--- src/rtl/led_pattern_sched_pkg.sv ---
// rtl/led_pattern_sched_pkg.sv - shared types and round-robin pick for the LED scheduler
// Package led_sched_pkg:
//   state_t     scheduler FSM states
//   IDLE_LED0/1 LED levels shown whenever no pattern is playing
//   rr_pick     first set request bit at or after ptr, wrapping modulo num_req
package led_sched_pkg;

  typedef enum logic [1:0] {IDLE, ALIGN, PLAY, DONE} state_t;

  localparam logic IDLE_LED0 = 1'b0;
  localparam logic IDLE_LED1 = 1'b1;

  // Upper bound on requesters; callers zero-extend their request vector.
  localparam int MAX_REQ   = 8;
  localparam int MAX_PTR_W = 3;

  typedef struct packed {
    logic                 valid;
    logic [MAX_PTR_W-1:0] idx;
  } rr_pick_t;

  function automatic rr_pick_t rr_pick(input logic [MAX_REQ-1:0] req,
                                       input int ptr,
                                       input int num_req);
    rr_pick_t r;
    int k;
    r.valid = 1'b0;
    r.idx   = '0;
    for (int i = 0; i < MAX_REQ; i++) begin
      if (i < num_req) begin
        // Explicit wrap so non-power-of-two requester counts work.
        k = ptr + i;
        if (k >= num_req) k = k - num_req;
        if (!r.valid && req[k]) begin
          r.valid = 1'b1;
          r.idx   = MAX_PTR_W'(k);
        end
      end
    end
    return r;
  endfunction

endpackage

--- src/rtl/led_pattern_sched_if.sv ---
// rtl/led_pattern_sched_if.sv - request/grant bundle between LED sources and the scheduler
// Signals:
//   req  [NUM_REQ]          per-requester request level, held until done
//   pat0 [NUM_REQ*PAT_LEN]  led0 patterns, requester i at [i*PAT_LEN +: PAT_LEN]
//   pat1 [NUM_REQ*PAT_LEN]  led1 patterns, same packing
//   gnt  [NUM_REQ]          one-hot grant, zero when idle
//   done [NUM_REQ]          one-cycle one-hot completion pulse
//   busy                    high while any grant is active
// Modports: master = requester side, slave = scheduler side.
interface led_pattern_sched_if #(
  parameter int NUM_REQ = 4,
  parameter int PAT_LEN = 8
);
  logic [NUM_REQ-1:0]         req;
  logic [NUM_REQ*PAT_LEN-1:0] pat0;
  logic [NUM_REQ*PAT_LEN-1:0] pat1;
  logic [NUM_REQ-1:0]         gnt;
  logic [NUM_REQ-1:0]         done;
  logic                       busy;

  modport master (output req, pat0, pat1, input gnt, done, busy);
  modport slave  (input req, pat0, pat1, output gnt, done, busy);
endinterface

--- src/rtl/led_pattern_sched_tick_gen.sv ---
// rtl/led_pattern_sched_tick_gen.sv - free-running prescaler producing a one-cycle tick
// Module led_tick_gen:
//   clk    system clock
//   reset  synchronous active-high reset (counter back to 0)
//   tick   high for one cycle when the count reaches TICK_DIV-1
module led_tick_gen #(
  parameter int TICK_DIV = 24_000_000
) (
  input  logic clk,
  input  logic reset,
  output logic tick
);
  localparam int              CNT_W = $clog2(TICK_DIV);
  localparam logic [CNT_W-1:0] LAST = CNT_W'(TICK_DIV - 1);

  logic [CNT_W-1:0] cnt;

  always_ff @(posedge clk) begin
    if (reset)            cnt <= '0;
    else if (cnt == LAST) cnt <= '0;
    else                  cnt <= cnt + 1'b1;
  end

  assign tick = (cnt == LAST);
endmodule

--- src/rtl/led_pattern_sched.sv ---
// rtl/led_pattern_sched.sv - round-robin scheduler sharing two LEDs between requesters
// Ports:
//   clk    system clock
//   reset  synchronous active-high reset
//   sif    led_pattern_sched_if.slave (req, pat0, pat1 in; gnt, done, busy out)
//   led0   LED 0 drive (registered)
//   led1   LED 1 drive (registered)
// The granted requester's patterns are copied into shift registers at grant and
// played LSB first, one bit per prescaler tick.
module led_pattern_sched
  import led_sched_pkg::*;
#(
  parameter int NUM_REQ  = 4,
  parameter int PAT_LEN  = 8,
  parameter int TICK_DIV = 24_000_000
) (
  input  logic                clk,
  input  logic                reset,
  led_pattern_sched_if.slave  sif,
  output logic                led0,
  output logic                led1
);
  localparam int               PTR_W    = $clog2(NUM_REQ);
  localparam int               IDX_W    = $clog2(PAT_LEN + 1);
  localparam logic [PTR_W-1:0] PTR_LAST = PTR_W'(NUM_REQ - 1);
  localparam logic [IDX_W-1:0] IDX_END  = IDX_W'(PAT_LEN);

  state_t             state_q, state_d;
  logic [PTR_W-1:0]   ptr_q, ptr_d, sel_q, sel_d, ptr_next, pick_sel;
  logic [IDX_W-1:0]   idx_q, idx_d;
  logic [PAT_LEN-1:0] sh0_q, sh0_d, sh1_q, sh1_d;
  logic [NUM_REQ-1:0] gnt_q, gnt_d, done_q, done_d;
  logic               busy_q, busy_d, led0_q, led0_d, led1_q, led1_d;
  logic               tick;
  rr_pick_t           pick;

  led_tick_gen #(.TICK_DIV(TICK_DIV)) u_tick (
    .clk   (clk),
    .reset (reset),
    .tick  (tick)
  );

  assign pick     = rr_pick(MAX_REQ'(sif.req), int'(ptr_q), NUM_REQ);
  assign pick_sel = PTR_W'(pick.idx);
  assign ptr_next = (sel_q == PTR_LAST) ? '0 : sel_q + 1'b1;

  always_comb begin
    state_d = state_q;
    ptr_d   = ptr_q;
    sel_d   = sel_q;
    idx_d   = idx_q;
    sh0_d   = sh0_q;
    sh1_d   = sh1_q;
    gnt_d   = gnt_q;
    busy_d  = busy_q;
    done_d  = '0;
    led0_d  = led0_q;
    led1_d  = led1_q;

    case (state_q)
      IDLE: begin
        led0_d = IDLE_LED0;
        led1_d = IDLE_LED1;
        if (pick.valid) begin
          sel_d           = pick_sel;
          sh0_d           = sif.pat0[int'(pick_sel)*PAT_LEN +: PAT_LEN];
          sh1_d           = sif.pat1[int'(pick_sel)*PAT_LEN +: PAT_LEN];
          gnt_d           = '0;
          gnt_d[pick_sel] = 1'b1;
          busy_d          = 1'b1;
          state_d         = ALIGN;
        end
      end

      ALIGN, PLAY: begin
        if (!sif.req[sel_q]) begin
          // Requester withdrew: release silently, still rotate past it.
          state_d = IDLE;
          gnt_d   = '0;
          busy_d  = 1'b0;
          led0_d  = IDLE_LED0;
          led1_d  = IDLE_LED1;
          ptr_d   = ptr_next;
        end else if (tick) begin
          if (state_q == PLAY && idx_q == IDX_END) begin
            state_d       = DONE;
            gnt_d         = '0;
            busy_d        = 1'b0;
            done_d[sel_q] = 1'b1;
            led0_d        = IDLE_LED0;
            led1_d        = IDLE_LED1;
          end else begin
            // Shadows shift right each step, so bit 0 is always the next bit.
            led0_d  = sh0_q[0];
            led1_d  = sh1_q[0];
            sh0_d   = sh0_q >> 1;
            sh1_d   = sh1_q >> 1;
            idx_d   = (state_q == ALIGN) ? IDX_W'(1) : idx_q + 1'b1;
            state_d = PLAY;
          end
        end
      end

      DONE: begin
        ptr_d   = ptr_next;
        state_d = IDLE;
      end

      default: state_d = IDLE;
    endcase
  end

  always_ff @(posedge clk) begin
    if (reset) begin
      state_q <= IDLE;
      ptr_q   <= '0;
      sel_q   <= '0;
      idx_q   <= '0;
      sh0_q   <= '0;
      sh1_q   <= '0;
      gnt_q   <= '0;
      done_q  <= '0;
      busy_q  <= 1'b0;
      led0_q  <= IDLE_LED0;
      led1_q  <= IDLE_LED1;
    end else begin
      state_q <= state_d;
      ptr_q   <= ptr_d;
      sel_q   <= sel_d;
      idx_q   <= idx_d;
      sh0_q   <= sh0_d;
      sh1_q   <= sh1_d;
      gnt_q   <= gnt_d;
      done_q  <= done_d;
      busy_q  <= busy_d;
      led0_q  <= led0_d;
      led1_q  <= led1_d;
    end
  end

  assign sif.gnt  = gnt_q;
  assign sif.done = done_q;
  assign sif.busy = busy_q;
  assign led0     = led0_q;
  assign led1     = led1_q;
endmodule

--- src/flat_wrapper.sv ---
// flat-port wrapper written by rule: the top's interface ports become plain ports
module led_pattern_sched_flat import led_sched_pkg::*;
#(
  parameter int NUM_REQ  = 4,
  parameter int PAT_LEN  = 8,
  parameter int TICK_DIV = 24_000_000
)
  (clk, reset, led0, led1, sif_req, sif_pat0, sif_pat1, sif_gnt, sif_done, sif_busy);
  led_pattern_sched_if #(.NUM_REQ(NUM_REQ), .PAT_LEN(PAT_LEN)) sif_i ();
  input  logic clk;
  input  logic reset;
  output logic led0;
  output logic led1;
  input wire logic [$bits(sif_i.req)-1:0] sif_req;
  input wire logic [$bits(sif_i.pat0)-1:0] sif_pat0;
  input wire logic [$bits(sif_i.pat1)-1:0] sif_pat1;
  output wire logic [$bits(sif_i.gnt)-1:0] sif_gnt;
  output wire logic [$bits(sif_i.done)-1:0] sif_done;
  output wire logic [$bits(sif_i.busy)-1:0] sif_busy;
  assign sif_i.req = sif_req;
  assign sif_i.pat0 = sif_pat0;
  assign sif_i.pat1 = sif_pat1;
  assign sif_gnt = sif_i.gnt;
  assign sif_done = sif_i.done;
  assign sif_busy = sif_i.busy;
  led_pattern_sched #(.NUM_REQ(NUM_REQ), .PAT_LEN(PAT_LEN), .TICK_DIV(TICK_DIV)) u_core (.clk(clk), .reset(reset), .sif(sif_i), .led0(led0), .led1(led1));
endmodule
--- config.mk ---
export PLATFORM = sky130hd
export DESIGN_NAME = led_pattern_sched_flat
export DESIGN_NICKNAME = d
export VERILOG_FILES = /design/src/rtl/led_pattern_sched_pkg.sv /design/src/rtl/led_pattern_sched_if.sv /design/src/rtl/led_pattern_sched_tick_gen.sv /design/src/rtl/led_pattern_sched.sv /design/src/flat_wrapper.sv
export SDC_FILE = /design/constraint.sdc
export NUM_CORES = 1
export LEC_CHECK = 0
export CAP_MARGIN = 10
export CORE_ASPECT_RATIO = 1.1
export CORE_MARGIN = 5
export CORE_UTILIZATION = 35
export DETAILED_ROUTE_END_ITERATION = 8
export PLACE_DENSITY = 0.67
export SYNTH_ARGS = -nofsm -noshare
export SYNTH_HDL_FRONTEND = slang
export SYNTH_SLANG_ARGS = --single-unit
--- constraint.sdc ---
create_clock -name clk -period 3.8 [get_ports clk]
set_clock_uncertainty 0.2 [all_clocks]
set_input_delay 1.14 -clock clk [delete_from_list [all_inputs] [get_ports clk]]
set_output_delay 1.14 -clock clk [all_outputs]
set_load 0.1 [all_outputs]
==> metrics.json <==
{
  "final_min_period_over_clock_period_pct": 91.6,
  "cts_repair_resize_count": 0,
  "syn_inst": 388,
  "total_of_warnings_raised_by_yosys": 0,
  "final_design_utilization_pct": 48.2,
  "min_path_type": "flip-flop to flip-flop",
  "synthesis.nets": 470,
  "cts_setup_buffers": 0,
  "first_global_vias": 3015,
  "run_status": "finished, final reports clean",
  "placed_cell_area_um2": 4310,
  "leakagePower_nw": 1.66,
  "worst-setup-path-type": "primary input to flip-flop",
  "clkLatencyLatePin_ns": 0.34,
  "clock_sinks": 62,
  "timing.max_slew.rel_slack_pct": 32.1,
  "buffer_ports.inserted": 80,
  "tightestPinTransition_ns": 1.01,
  "hpwl_mm": 6.72,
  "coreArea_um2": 9400,
  "number_of_detailed_route_iterations_in_the_first_pass": 4,
  "worst_setup_hold_path_clk_slew_ns": 0.07,
  "initial_antenna_violation_count": 0,
  "cp-end-kind": "flip-flop",
  "drive_gt1_share_pct": 12.7,
  "hold_violations": 0,
  "clock_tree_from_tritoncts": "done",
  "cts.root.buffer_cell": "sky130_fd_sc_hd__clkbuf_8",
  "diodes": 0,
  "slowest_delay_ns": 0.80,
  "grt.overflow.total": 0,
  "track_usage_pct": 15.0,
  "clock_path_buffers": 2,
  "max_cap_violations": 0,
  "detailedRoute.firstIterationViolations": 156,
  "cp_max_fo": 15,
  "grt_start_max_net_pins": 25,
  "finalMaxSlewViolations": 0,
  "cts_made_buffers": 9,
  "synth_ff_type": "sky130_fd_sc_hd__dfxtp_1",
  "fmaxAchievable_ghz": 0.287,
  "timing.final.crit_period_ns": 3.48,
  "ys_ff_latch": 62,
  "grt_first_pass_wirelength_mm": 14.8,
  "remaining_antenna_violation_count_after_routing": 0,
  "die_area_um2": 11800,
  "yosysUniqueCellTypes": 56,
  "setup-violations-final": 0,
  "netlist_area_before_placement_um2": 3390,
  "irDropWorstVdd_mv": 0.262,
  "worstPathArrival_ns": 3.56,
  "worst_ep_required_time_ns": 3.88,
  "postLayoutCellArea_um2": 4530,
  "postSynth.asyncResetShare_pct": 0,
  "synth_area_per_cell_um2": 8.74,
  "routed_wl_mm": 9.01,
  "number_of_i_o_pins": 81,
  "cts_max_level": 3,
  "post_drt_via_cell_ratio": 5.28,
  "rows": 37,
  "drc": 0,
  "synth_edf_count": 0,
  "gp_routability_congestion": 0.822,
  "flow.area_growth_from_synthesis_pct": 33.5,
  "crit_path_top_delay_cell": "sky130_fd_sc_hd__nor2_1",
  "timing.critical_path.from_type": "primary input",
  "cp_cell_sequence": "clkdlybuf4s50_1, mux4_2, nand2_2, or4_4, a21oi_2, nor2_1, a22o_1",
  "finalSetupTns_ns": 0,
  "die_width_um": 104,
  "power_density_nw_per_um2": 390,
  "dr_total_vias": 3122,
  "hold_buffers": 0,
  "routed_wire_length_per_instance_um": 15.2,
  "fp.dieH_um": 113,
  "initial_utilization_pct": 36.1,
  "rsz0062_at_grt": "false",
  "whs_ns": 0.244,
  "number_of_nets_in_the_layout": 551,
  "synth_sequential_area_ratio_pct": 36.6,
  "p_total_mw": 1.76
}
==> cell type report <==
class / instances / area [um^2]
clock buffers: 12 / 145
clock inverters: 4 / 70.1
fillers: 916 / 4870
inverters: 13 / 48.8
multi-input cells: 293 / 2020
flip-flops and latches: 62 / 1240
well taps: 117 / 146
repair buffers: 90 / 861
==> worst paths after layout <==
path / to / cells after the start / slack [ns] / start
min reg2reg: u_core.u_tick.cnt[0] / 1 / 0.24 / u_core.u_tick.cnt[0]
min: u_core.u_tick.cnt[0] / 1 / 0.24 / u_core.u_tick.cnt[0]
max reg2reg: u_core.sh0_q[7] / 5 / 1.02 / u_core.state_q[1]
max: u_core.sh0_q[7] / 7 / 0.32 / sif_req[0]
==> power by group <==
part / internal (mW) / switching (mW) / total [mW]
Sequential: 0.694 / 0.0318 / 0.726
Clock: 0.385 / 0.242 / 0.627
Combinational: 0.195 / 0.217 / 0.412
Total: 1.27 / 0.490 / 1.76
==> cell usage after synthesis, drive strengths merged, types with 4 or more instances <==
library cell  number  area (um^2)
nand3             11         55.1
xnor2              9         78.8
nor2              44          165
o2bb2ai           14          123
o21a               6         45.0
ha                12          150
o21ai             16         80.1
nand2b             4         25.0
clkbuf             9         33.8
and2               8         51.3
a221o              7         70.1
nor2b              5         31.3
a21oi             34          174
nand4              8         50.1
mux2i             17          170
inv               13         48.8
xor2              13          114
a221oi             8         70.1
mux2               8         90.1
nor3               7         40.0
nand3b             4         30.0
dfxtp             62         1240
nand2             23         91.3
buf               11         58.8
==> cells by family after synthesis <==
group / count (synthesis) / synth area share (%)
adders and majority gates: 12 / 4.43
muxes: 26 / 8.34
xor gates and xnor gates: 22 / 5.68
AOI/OAI and AO/OA: 100 / 20.5
and+or+nand+nor: 133 / 20.3
buffers and inverters: 33 / 4.17
DFF: 62 / 36.6
==> worst max-delay path, delay by kind of cell <==
kind,cells,cell delay [ns]
simple gates,3,1.08
mux,1,0.55
buf+inv,1,0.46
compound gates,2,0.33
==> metal layers <==
metal	vias to the layer above	global-route usage [%]	part of all wire, %
li1	1558	-	-
met5	-	0	0
met4	0	3.80	1.7
met1	1459	20.1	47
met3	14	4.28	4.5
met2	91	23.9	47
==> registers in the layout, summed over array words and instances, names as in the netlist, 2 cells and up <==
register and count:
u_core.u_tick.cnt 25, u_core.ptr_q 2, u_core.idx_q 4, u_core.sif.done 4, u_core.sel_q 2, u_core.sh1_q 8, u_core.sh0_q 8, u_core.sif.gnt 4
u_core.state_q 2
==> cell usage in the layout, fill, tap and decap left out, types with 2 or more instances in the layout <==
cell / netlist / final
sky130_fd_sc_hd__clkdlybuf4s50_1: 0 / 69
sky130_fd_sc_hd__dfxtp_1: 62 / 62
sky130_fd_sc_hd__nor2_1: 44 / 44
sky130_fd_sc_hd__a21oi_1: 33 / 33
sky130_fd_sc_hd__nand2_1: 21 / 21
sky130_fd_sc_hd__buf_4: 3 / 20
sky130_fd_sc_hd__mux2i_1: 17 / 17
sky130_fd_sc_hd__o21ai_0: 15 / 15
sky130_fd_sc_hd__o2bb2ai_1: 14 / 14
sky130_fd_sc_hd__inv_1: 13 / 13
sky130_fd_sc_hd__xor2_1: 13 / 13
sky130_fd_sc_hd__ha_1: 12 / 12
sky130_fd_sc_hd__nand3_1: 11 / 11
sky130_fd_sc_hd__clkbuf_8: 0 / 10
sky130_fd_sc_hd__xnor2_1: 9 / 9
sky130_fd_sc_hd__nand4_1: 8 / 8
sky130_fd_sc_hd__mux2_2: 8 / 8
sky130_fd_sc_hd__a221oi_1: 8 / 7
sky130_fd_sc_hd__a221o_1: 7 / 7
sky130_fd_sc_hd__nor3_1: 6 / 6
sky130_fd_sc_hd__and2_1: 6 / 6
sky130_fd_sc_hd__o21a_1: 6 / 6
sky130_fd_sc_hd__nor2b_1: 5 / 5
sky130_fd_sc_hd__nand2b_1: 4 / 4
sky130_fd_sc_hd__nand3b_1: 4 / 4
sky130_fd_sc_hd__nor4_1: 3 / 3
sky130_fd_sc_hd__o21bai_1: 3 / 3
sky130_fd_sc_hd__and3_1: 2 / 2
sky130_fd_sc_hd__nand2_2: 2 / 2
sky130_fd_sc_hd__or2_2: 2 / 2
sky130_fd_sc_hd__or3_1: 2 / 2
sky130_fd_sc_hd__nand4b_1: 2 / 2
sky130_fd_sc_hd__o221a_2: 2 / 2
sky130_fd_sc_hd__a22o_1: 2 / 2
sky130_fd_sc_hd__nor3b_1: 2 / 2
sky130_fd_sc_hd__clkbuf_1: 9 / 2
sky130_fd_sc_hd__clkinv_2: 0 / 2
sky130_fd_sc_hd__bufinv_16: 0 / 2
==> per-stage QoR <==
step	cells	setup slack [ns]
detailed placement	575	0.0123
finish	591	0.321
CTS	591	0.358
global placement	575	0.0766
floorplan	388	0.747
global route	591	0.189
Note: power is estimated with default switching activity, not from simulation.
==> RTL edit 1, RTL diff (same settings) <==
Encoding of `state_t`: now one-hot (4 bits for 4 states).
--- a/src/rtl/led_pattern_sched_pkg.sv
+++ b/src/rtl/led_pattern_sched_pkg.sv
@@ -7,3 +7,3 @@
 
-  typedef enum logic [1:0] {IDLE, ALIGN, PLAY, DONE} state_t;
+  typedef enum logic [3:0] {IDLE = 4'b0001, ALIGN = 4'b0010, PLAY = 4'b0100, DONE = 4'b1000} state_t;
 
Check against the original RTL: no difference found for any inputs over 10 cycles, from zero or initial values and one cycle with reset high; not proved beyond that.
==> RTL edit 1 against the unedited design <==
Design area increased by 3.7%; routed wire length increased by 16%; total power up 4.9%; sequential cell count rose by 2; fmax increased by 1.8%; area after synthesis grew 4.6%; worst setup slack better by 0.060 ns; clock power grew 14%; largest power group unchanged; highest routed layer unchanged.
==> RTL edit 1: results (changes against the unedited design) <==
Hold EP: u_core.u_tick.cnt[0] (unchanged)
Hold Vio Cnt, Final: 0 (unchanged)
routed wl met2: 4790 um (was 4190 um)
CTS clock-pin slew for the worst setup and hold paths: 0.07 ns (about the same)
diode count: 0 (unchanged)
Min-Delay Path Class: flop to flop (unchanged)
total wire length: 10400 um (was 9010 um)
Worst Path Arrival: 3.50 ns (was 3.56 ns)
post-route non-filler standard cell count: 625 (was 591)
DR pass1 iterations: 4 (unchanged)
Total GRT Usage: 17.2% (was 15.0%)
Synth top cells by count: dfxtp_1, nor2_1, nand2_1, clkbuf_1, nand3_1 (was dfxtp_1, nor2_1, a21oi_1, nand2_1, mux2i_1)
Synth cell types: 59 (was 56)
clock root buffer: clkbuf_8 (unchanged)
Synth Net Count: 500 (was 470)
maximum cell stage delay along the critical path: 0.66 ns (was 0.80 ns)
Hold Crit Start: u_core.u_tick.cnt[0] (unchanged)
post_cts resized: 0 (unchanged)
outcome: finished, final reports clean (unchanged)
CP max-delay cell: clkdlybuf4s50_1 (was nor2_1)
part of the Yosys area used for sequential elements: 36.1% (was 36.6%)
Slew HR: 14.5% (was 32.1%)
htree depth: 3 (unchanged)
Post-Route M1 WL: 4750 um (was 4260 um)
Placed Instances: 608 (was 575)
cell depth of the worst flop-to-flop path: 5 (unchanged)
Num CTS Buffers: 9 (unchanged)
Placer Congestion: 0.838 (was 0.822)
Skew-Pair Late Insertion Delay: 0.35 ns
Routed met3 length: 752 um (was 406 um)
synthesized area per cell: 8.39 um^2 (was 8.74 um^2)
CP max FO: 14 (was 15)
largest net degree at the start of global routing: 23 (was 25)
share of cells above drive strength 1: 10.5% (was 12.7%)
Hold Path Depth: 1 (unchanged)
Synth Warn #: 0 (unchanged)
IO buf count: 80 (unchanged)
DR top layer: met4 (unchanged)
initial DRC count: 195 (was 156)
Top Family by Delay on Critical Path: compound AO/OA/AOI/OAI gates (was simple AND/OR/NAND/NOR gates)
initial antenna violation count: 0 (unchanged)
fill count: 953 (was 916)
first-pass GRT wire length: 17200 um (was 14800 um)
Crit Reg-Reg Startpoint: u_core.u_tick.cnt[9] (was u_core.state_q[1])
reg2reg end: u_core.sh0_q[4] (was u_core.sh0_q[7])
Post-CTS Setup Repair Bufs: 0 (unchanged)
vias in the first global route: 3442 (was 3015)
Total Nets Final: 577 (was 551)
detailed-placement wirelength estimate: 7520 um (was 6720 um)
Reg2Reg Setup Slack: 1.18 ns (was 1.02 ns)
Clock Tree Buf Depth: 2 (unchanged)
synth top area cells: dfxtp_1, nor2_1, a22o_1 (was dfxtp_1, mux2i_1, a21oi_1)
Pleak: 1.72 nW (was 1.66 nW)
routed vias: 3517 (was 3122)
FFs w/ async S/R, synth: 0% (unchanged)
biggest registers after layout: u_core.u_tick.cnt (25), u_core.sh0_q (8), u_core.sh1_q (8) (unchanged)
Peak supply drop: 164 uV (was 262 uV)
-- RTL edit 1: power breakdown --
part           internal (W)  switching (W)  total (W)
clock              0.000436       0.000277   0.000713
combinational      0.000173       0.000217   0.000390
sequential         0.000714      0.0000329   0.000747
total               0.00132       0.000527    0.00185
-- RTL edit 1: final cells by class --
type,instances,area [um^2],area share [%]
Tap cell,120,150,3.20
Inverter,12,45.0,0.959
Multi-Input combinational cell,320,2100,44.8
Clock inverter,7,120,2.56
Timing Repair Buffer,93,871,18.5
Clock buffer,9,124,2.64
Sequential cell,64,1280,27.3
-- RTL edit 1: worst max path at each step --
stage / from / to / slack [ns] / depth (start not counted)
after floorplan: sif_req[3] / u_core.sh0_q[7] / 0.83 / 7
after global placement: sif_req[3] / u_core.sh1_q[0] / 0.09 / 6
after detailed placement: sif_req[0] / u_core.sh1_q[1] / 0.07 / 6
after CTS: sif_req[3] / u_core.sh0_q[4] / 0.42 / 6
after global routing: sif_req[0] / u_core.sh0_q[5] / 0.25 / 6
final: sif_req[3] / u_core.sh0_q[4] / 0.38 / 6
-- RTL edit 1: routing by layer --
| metal | track usage, % | vias up |
|---|---|---|
| li1 | - | 1711 |
| met1 | 22.0 | 1681 |
| met2 | 28.1 | 114 |
| met4 | 5.09 | 0 |
| met5 | 0 | - |
| met3 | 5.46 | 11 |
-- RTL edit 1: through the flow --
stage	worst slack (ns)	cell area, um^2	hold slack [ns]
2_1_floorplan	0.830	3550	0.218
3_3_place_gp	0.0920	4440	0.230
5_1_grt	0.252	4700	0.274
6_report	0.381	4700	0.257
4_1_cts	0.417	4690	0.262
3_5_place_dp	0.0714	4440	0.246
-- RTL edit 1: logic make-up (layout without fill, tap and decap cells) --
group	count (synthesis)	in the layout	synth area share, %
AO/OA/AOI/OAI	100	100	22.2
XOR/XNOR	25	25	6.17
adder cells (fa/ha/maj)	7	7	2.47
buffers and inverters	39	121	4.55
flip-flops	64	64	36.1
multiplexers	3	3	1.20
AND/OR/NAND/NOR	185	185	27.3
==> RTL edit 2, RTL diff (same settings) <==
Made on the original files. `TICK_DIV` is set to 24_000_000 in 3 places; all go to 48_000_000.
--- a/src/rtl/led_pattern_sched_tick_gen.sv
+++ b/src/rtl/led_pattern_sched_tick_gen.sv
@@ -6,3 +6,3 @@
 module led_tick_gen #(
-  parameter int TICK_DIV = 24_000_000
+  parameter int TICK_DIV = 48_000_000
 ) (
--- a/src/rtl/led_pattern_sched.sv
+++ b/src/rtl/led_pattern_sched.sv
@@ -14,3 +14,3 @@
   parameter int PAT_LEN  = 8,
-  parameter int TICK_DIV = 24_000_000
+  parameter int TICK_DIV = 48_000_000
 ) (
--- a/src/flat_wrapper.sv
+++ b/src/flat_wrapper.sv
@@ -5,3 +5,3 @@
   parameter int PAT_LEN  = 8,
-  parameter int TICK_DIV = 24_000_000
+  parameter int TICK_DIV = 48_000_000
 )
Function: no difference found for any inputs over 10 cycles, from zero or initial values and one cycle with reset high; that may be too few to reach the edited logic, so the function may still have changed.
==> RTL edit 2 against the unedited design <==
Area after synthesis rose by 6.2%; total power is 5.9% higher; sequential cell count grew 1; worst setup slack better by 0.18 ns; design area increased by 5.3%; fmax is 5.4% higher; routed wire length increased by 20%.
==> RTL edit 2: results (changes against the unedited design) <==
met1 Use GR: 21.6% (was 20.1%)
detailed-placement wirelength estimate: 8080 um (was 6720 um)
grt met3 use: 4.98% (was 4.28%)
largest net degree at the start of global routing: 26 (was 25)
synth top area cells: dfxtp_1, nor2_1, a41oi_1 (was dfxtp_1, mux2i_1, a21oi_1)
Placer Congestion: 1.00 (was 0.822)
reg2reg end: u_core.sh1_q[3] (was u_core.sh0_q[7])
fill count: 947 (was 916)
Peak supply drop: 208 uV (was 262 uV)
Pleak: 1.76 nW (was 1.66 nW)
Reg2Reg Setup Slack: 0.92 ns (was 1.02 ns)
share of cells above drive strength 1: 11.2% (was 12.7%)
Worst Path Arrival: 3.34 ns (was 3.56 ns)
Synth Net Count: 523 (was 470)
Total GRT Usage: 17.5% (was 15.0%)
routed len/inst: 16.7 um (was 15.2 um)
Slew @ Worst Pin: 0.854 ns (was 1.01 ns)
internal power: 0.00130 W (was 0.00127 W)
part of the Yosys area used for sequential elements: 35.0% (was 36.6%)
Via density: 5.56 (was 5.28)
cell depth of the worst flop-to-flop path: 6 (was 5)
Crit Reg-Reg Startpoint: u_core.state_q[0] (was u_core.state_q[1])
vias in the first global route: 3558 (was 3015)
outcome: finished, final reports clean (unchanged)
initial DRC count: 158 (was 156)
Synth cell types: 54 (was 56)
Synth top cells by count: dfxtp_1, nor2_1, nand2_1, o21ai_0, nand3_1 (was dfxtp_1, nor2_1, a21oi_1, nand2_1, mux2i_1)
CP max FO: 14 (was 15)
first-pass GRT wire length: 17900 um (was 14800 um)
[RTL edit 2: changes by cell type in the layout (fill, tap and decap cells not counted), moves of 8 or more]
cell,delta
buf_4,+8
nand2_1,+12
mux2_2,-8
a41oi_1,+22
a22o_1,+11
a21oi_1,-12
o21ai_0,+13
nor2_1,+8
mux2i_1,-17
o2bb2ai_1,-14
nand3_1,+13
[RTL edit 2: kinds of logic after synthesis]
logic type / share of synthesized area [%]
and+or+nand+nor: 27.1
AOI/OAI and AO/OA: 22.8
muxes: 0.625
buffers and inverters: 4.69
xor gates and xnor gates: 5.59
DFF: 35.0
adders and majority gates: 4.17
[RTL edit 2: critical path, stage by stage]
cell,delay [ns]
clkdlybuf4s50_1,0.53
mux4_2,0.57
and2_1,0.19
a31o_2,0.26
and3b_1,0.35
a32o_1,0.29
[RTL edit 2: worst max path at each step]
stage                      endpoint  slack, ns        from  cells past startpoint
global route        u_core.sh1_q[0]       0.42  sif_req[1]                      6
detailed placement  u_core.sh1_q[3]       0.15  sif_req[1]                      6
floorplan           u_core.sh0_q[1]       0.62  sif_req[1]                      8
global placement    u_core.sh1_q[3]       0.22  sif_req[1]                      6
finish              u_core.sh1_q[3]       0.50  sif_req[1]                      6
CTS                 u_core.sh1_q[3]       0.52  sif_req[1]                      6
[RTL edit 2: area by class of cell]
type | count | area [um^2] | share of cell area [%]
Clock buffer | 11 | 141 | 2.97
Clock inverter | 5 | 81.3 | 1.71
Inverter | 14 | 52.6 | 1.10
Multi-Input combinational cell | 336 | 2180 | 45.7
Sequential cell | 63 | 1260 | 26.4
Tap cell | 120 | 150 | 3.15
Timing Repair Buffer | 97 | 901 | 18.9
[RTL edit 2: through the flow]
| step | instances | hold WS, ns | worst slack [ns] | util [%] |
|---|---|---|---|---|
| 5_1_grt | 646 | 0.268 | 0.419 | 47.8 |
| 3_5_place_dp | 630 | 0.236 | 0.151 | 45.5 |
| 2_1_floorplan | 441 | 0.213 | 0.621 | - |
| 6_report | 646 | 0.239 | 0.498 | 47.8 |
| 4_1_cts | 646 | 0.246 | 0.520 | 47.8 |
| 3_3_place_gp | 630 | 0.221 | 0.216 | 45.5 |
[RTL edit 2: routing by layer]
metal  vias to the layer above  part of all wire (%)
met5                         -                     0
met4                         0                   2.2
met3                        20                   8.5
met2                       130                    46
met1                      1662                    43
li1                       1779                     -
[RTL edit 2: power by group through the flow]
stage / Clock, W / Sequential [W] / Combinational (W)
floorplan: 0 / 0.000789 / 0.000253
global placement: 0 / 0.000754 / 0.000463
detailed placement: 0 / 0.000755 / 0.000467
CTS: 0.000666 / 0.000740 / 0.000472
global route: 0.000700 / 0.000746 / 0.000518
finish: 0.000655 / 0.000740 / 0.000473
